File: config.mk
export PLATFORM = sky130hd
export DESIGN_NAME = xor_oper_arb
export DESIGN_NICKNAME = d
export VERILOG_FILES = /design/src/rtl/xor_arb_pkg.sv /design/src/rtl/rr_arb.sv /design/src/rtl/xor_oper_arb.sv
export SDC_FILE = /design/constraint.sdc
export NUM_CORES = 1
export LEC_CHECK = 0
export BUFFER_PORTS_ARGS = -buffer_cell sky130_fd_sc_hd__buf_2
export CAP_MARGIN = 5
export CORE_MARGIN = 2
export CORE_UTILIZATION = 25
export DETAILED_ROUTE_END_ITERATION = 10
export PLACE_DENSITY = 0.56
export SYNTH_ARGS = -nofsm -noshare
export SYNTH_HDL_FRONTEND = slang
export SYNTH_HIERARCHICAL = 1
export SYNTH_SLANG_ARGS = --single-unit
File: constraint.sdc
create_clock -name clk -period 3.69 [get_ports clk]
set_input_delay 0.369 -clock clk [delete_from_list [all_inputs] [get_ports clk]]
set_output_delay 0.369 -clock clk [all_outputs]
set_load 0.05 [all_outputs]
File: src/rtl/xor_arb_pkg.sv
// Shared definitions for the xor_oper round-robin sequencer.
package xor_arb_pkg;

  localparam int unsigned XOR_DW  = 4;
  localparam int unsigned XOR_LAT = 1;

  typedef enum logic [1:0] {
    S_IDLE  = 2'd0,
    S_ISSUE = 2'd1,
    S_WAIT  = 2'd2,
    S_RESP  = 2'd3
  } arb_state_t;

endpackage : xor_arb_pkg

File: src/rtl/rr_arb.sv
// Combinational round-robin pick: first asserted request at or after ptr, wrapping.
module rr_arb #(
  parameter  int unsigned NREQ = 4,
  localparam int unsigned IDW  = $clog2(NREQ)
) (
  input  logic [NREQ-1:0] req,
  input  logic [IDW-1:0]  ptr,
  output logic [NREQ-1:0] grant,
  output logic [IDW-1:0]  idx
);

  always_comb begin
    int unsigned k;
    logic        found;
    grant = '0;
    idx   = '0;
    found = 1'b0;
    k     = 0;
    for (int unsigned i = 0; i < NREQ; i++) begin
      k = (32'(ptr) + i) % NREQ;
      if (!found && req[IDW'(k)]) begin
        grant[IDW'(k)] = 1'b1;
        idx            = IDW'(k);
        found          = 1'b1;
      end
    end
  end

endmodule : rr_arb

File: src/rtl/xor_oper_arb.sv
// Round-robin sequencer sharing one registered xor_oper unit between NREQ requesters;
// one operation in flight, result returned with owner id over a valid/ready channel.
module xor_oper_arb
  import xor_arb_pkg::*;
#(
  parameter  int unsigned NREQ = 4,
  parameter  int unsigned DW   = XOR_DW,
  parameter  int unsigned LAT  = XOR_LAT,
  localparam int unsigned IDW  = $clog2(NREQ)
) (
  input  logic               clk,
  input  logic               rst,
  input  logic [NREQ-1:0]    req_valid,
  input  logic [NREQ*DW-1:0] req_a,
  input  logic [NREQ*DW-1:0] req_b,
  output logic [NREQ-1:0]    req_ready,
  output logic               rsp_valid,
  input  logic               rsp_ready,
  output logic [IDW-1:0]     rsp_id,
  output logic [DW-1:0]      rsp_data,
  output logic [DW-1:0]      xo_a,
  output logic [DW-1:0]      xo_b,
  input  logic [DW-1:0]      xo_co,
  output logic               busy
);

  localparam int unsigned CW = (LAT > 1) ? $clog2(LAT) : 1;

  arb_state_t      state;
  logic [IDW-1:0]  ptr;
  logic [IDW-1:0]  id_q;
  logic [CW-1:0]   cnt;
  logic [NREQ-1:0] grant;
  logic [IDW-1:0]  gidx;

  rr_arb #(.NREQ(NREQ)) u_rr (
    .req   (req_valid),
    .ptr   (ptr),
    .grant (grant),
    .idx   (gidx)
  );

  // Grant is only offered while idle; reset forces it low even though it is combinational.
  assign req_ready = (state == S_IDLE && !rst) ? grant : '0;

  always_ff @(posedge clk or posedge rst) begin
    if (rst) begin
      state     <= S_IDLE;
      ptr       <= '0;
      id_q      <= '0;
      cnt       <= '0;
      xo_a      <= '0;
      xo_b      <= '0;
      rsp_valid <= 1'b0;
      rsp_id    <= '0;
      rsp_data  <= '0;
      busy      <= 1'b0;
    end else begin
      case (state)
        S_IDLE: begin
          if (|grant) begin
            xo_a  <= req_a[int'(gidx) * int'(DW) +: DW];
            xo_b  <= req_b[int'(gidx) * int'(DW) +: DW];
            id_q  <= gidx;
            busy  <= 1'b1;
            state <= S_ISSUE;
          end
        end
        S_ISSUE: begin
          cnt   <= CW'(LAT - 1);
          state <= S_WAIT;
        end
        S_WAIT: begin
          if (cnt == '0) begin
            rsp_data  <= xo_co;
            rsp_id    <= id_q;
            rsp_valid <= 1'b1;
            state     <= S_RESP;
          end else begin
            cnt <= cnt - CW'(1);
          end
        end
        S_RESP: begin
          // Completed requester drops to lowest priority for the next round.
          if (rsp_ready) begin
            rsp_valid <= 1'b0;
            busy      <= 1'b0;
            ptr       <= (id_q == IDW'(NREQ - 1)) ? '0 : id_q + IDW'(1);
            state     <= S_IDLE;
          end
        end
        default: state <= S_IDLE;
      endcase
    end
  end

endmodule : xor_oper_arb

==> summary.md <==
| Metric | Value |
|---|---|
| Outcome | completed |
| Pwr dens | 1090 nW/um^2 |
| Port buffer count | 62 |
| Reg2Reg Depth | 9 |
| Hold Crit Class | in -> async |
| Clk root buf | clkbuf_8 |
| CTS tree | built |
| Worst Setup SP | ptr[1] |
| Worst slew pin tran | 856 ps |
| Switching part of the total power | 49.2% |
| Multi-input logic area | 981 um^2 |
| Number of flops mapped to enable cells by yosys | 0 |
| Post-synth ARST share | 100% |
| Fin. max-slew vios | 0 |
| Fin. Hold Viols | 0 |
| Starting Density | 25.5% |
| Synth warnings | 6 |
| Die Area | between 7000 and 8000 um^2 |
| Largest cells by area after synthesis | dfrtp_1 34%, mux4_2 17%, mux2_2 13% |
| DR pass1 iterations | 4 |
| Register area share after synthesis | 34.4% |
| CP cell instances | inv_1, ha_1, mux4_2, nor2b_4, a221oi_1, o2bb2ai_1, and2_1, buf_2 |
| Syn Area/Cell | 12.5 um^2 |
| Initial antenna violation count | 0 |
| Synth top area share | 34.4% |
| Filler cells | 657 |
| Cells after synthesis | between 100 and 150 |
| Nets | 246 |
| CP Capture Type | output pin |
| Area Overhead vs Synth | 27.5% |
| Gr ovfl total | 0 |
| Worst Path Max Fanout | 10 |
| Count of cell types in the netlist | 35 |
| DRT iter0 DRCs | 16 |
| ANT nets after route | 0 |
| Data arrival, critical path | 2910 ps |
| Layout cells sized above 1 | 55.5% |
| Setup WS post-layout | between 400 and 500 ps |
| Area leader, netlist | dfrtp_1 |
| Die W | 84.0 um |
| Post-CTS sizing | 0 |
| First-pass GRT wire length | 6170 um |
| CP Launch Type | register |
| IO Pins | 63 |
| Combinational power share | 73.1% |
| Dpl hpwl | 2810 um |
| Gr usage total | approximately a tenth |
| P_leak | about 0.94 nW |
| Global placer's final weighted congestion | 0.756 |
| Synth Register Bits | 22 |
| Seq. cell area | 551 um^2 |
| WL/cell | 13.0 um |
| Vias in the first global route | 1351 |
| Worst reg2reg endpoint | xo_a[3] |
| Worst-path clk slew | 80 ps |
| Largest net degree at the start of global routing | 23 |
| CTS buffer count | 3 |
| Residual DRC | 0 |
| H-tree Lvls | 1 |
| Antenna cell count | 0 |
| Max-capacitance violation count | 0 |
| Setup bufs post-CTS | 0 |
| CTS Buffer Depth | 2 |
| Period utilization | between 80% and 90% |
| Die H | 84.0 um |
| Reg-to-Reg Start | ptr[1] |
| Pint | roughly 1.1 mW |
| Final setup viols | 0 |
| Fin Setup TNS | 0 ps |
| Clk_lat worst skew | 260 ps |
| Slowest cell delay on critical path | 540 ps |
| Syn Std Cell Area | roughly 1600 um^2 |
| WL final | around 3500 um |
| VDD IR-drop max | 0.000408 V |
| Worst Path Required | 3320 ps |
| R2R Setup Slk | 560 ps |
| Core ar. | 6280 um^2 |
| Reg power frac | 20.2% |
| Ys flop type | dfrtp_1 |
| Relative slew slack | 42.8% |
| Syn nets | 181 |
| Place WS | 547 ps |
| RSZ-0062 raised after global routing | no |
| Fmax | 305 MHz |
| Minimum clock period | 3280 ps |
| Clock sink count | 22 |
| Hold-fix buffers, CTS | 0 |
| CP Class | reg -> out |
| Clk pwr share | 6.7% |
| Via density | 4.68 |
| P_sw | 1.10 mW |
| Slowest stage cell, crit path | dfrtp_1 |
| Worst Skew | 3.68 ps |
| Placement Rows | 29 |
| Via count | between 1000 and 1500 |
flip-flops by register name (all words and copies together) (netlist names):
register and cells:
busy 1, id_q 2, ptr 2, rsp_data 4
rsp_id 2, rsp_valid 1, state 2, xo_a 4
xo_b 4
how the worst max path moves through the flow:
stage                    to  slack (ps)  depth (start not counted)
2_1_floorplan       id_q[0]         770                          9
3_3_place_gp        xo_a[3]         600                          9
3_5_place_dp        xo_a[3]         550                          9
4_1_cts        req_ready[3]         410                          8
5_1_grt        req_ready[3]         210                          8
6_report       req_ready[0]         410                          8
power groups by stage:
| stage | Sequential (mW) | Clock [mW] | Combinational (mW) |
|---|---|---|---|
| after global routing | 0.476 | 0.165 | 1.79 |
| after global placement | 0.452 | 0 | 1.64 |
| after CTS | 0.453 | 0.157 | 1.66 |
| after floorplan | 0.766 | 0 | 1.02 |
| final | 0.451 | 0.151 | 1.63 |
| after detailed placement | 0.457 | 0 | 1.66 |
cell usage in the layout (no fill, tap or decap), types with 2 or more instances in the layout:
cell	count
inv_1	8
mux2_2	18
a21oi_1	2
o2bb2ai_1	5
ha_1	10
nand2_1	8
buf_4	4
mux4_2	12
clkbuf_8	3
and2_1	4
nor2b_1	5
dfrtp_1	22
a221oi_1	4
buf_2	62
mux2i_1	2
nor2_1	4
cell type report:
class                   instances  area share (%)
clock buffers                   3            2.02
well taps                      77            4.72
multi-input cells              92            48.1
flip-flops and latches         22            27.0
repair buffers                 66            16.7
inverters                       8            1.47
metal layers:
layer	track usage, %	routed length, um
met1	13.4	1530
met2	18.6	1700
met3	1.48	193
met4	3.52	49
met5	0	0
cell usage after synthesis, types with 2 or more instances:
master     instances
dfrtp_1           22
nor2_1             4
and2_1             4
inv_1              8
mux2_2            18
o31ai_1            2
a221oi_1           4
mux2i_1            2
nand2_1            8
mux4_2            12
o2bb2ai_1          5
nor2b_1            5
buf_6              2
ha_1              10
a21oi_1            2
worst max-delay path: cells and delay by family (launching register included):
| family | cells | cell delay [ps] |
|---|---|---|
| muxes | 1 | 460 |
| and+or+nand+nor | 2 | 420 |
| buffers and inverters | 2 | 410 |
| adders and majority gates | 1 | 420 |
| DFF | 1 | 540 |
| AOI/OAI and AO/OA | 2 | 400 |
through the flow:
stage | total power, mW | instance area, um^2 | hold WS [ps] | std cells | utilization (%)
after floorplan | 1.79 | 1600 | 358 | 128 | -
after global placement | 2.10 | 2000 | 472 | 265 | 31.8
after detailed placement | 2.12 | 2000 | 483 | 265 | 31.8
after CTS | 2.27 | 2040 | 332 | 268 | 32.5
after global routing | 2.43 | 2040 | 337 | 268 | 32.5
final | 2.23 | 2040 | 288 | 268 | 32.5
cells by family after synthesis:
| kind of cell | Yosys count | share of synthesized area [%] |
|---|---|---|
| mux | 33 | 31.5 |
| simple gates | 28 | 10.6 |
| flops | 22 | 34.4 |
| compound gates | 21 | 11.1 |
| buf+inv | 14 | 4.54 |
| fa+ha+maj | 10 | 7.82 |
No activity file was read; power rests on OpenSTA's default activity.
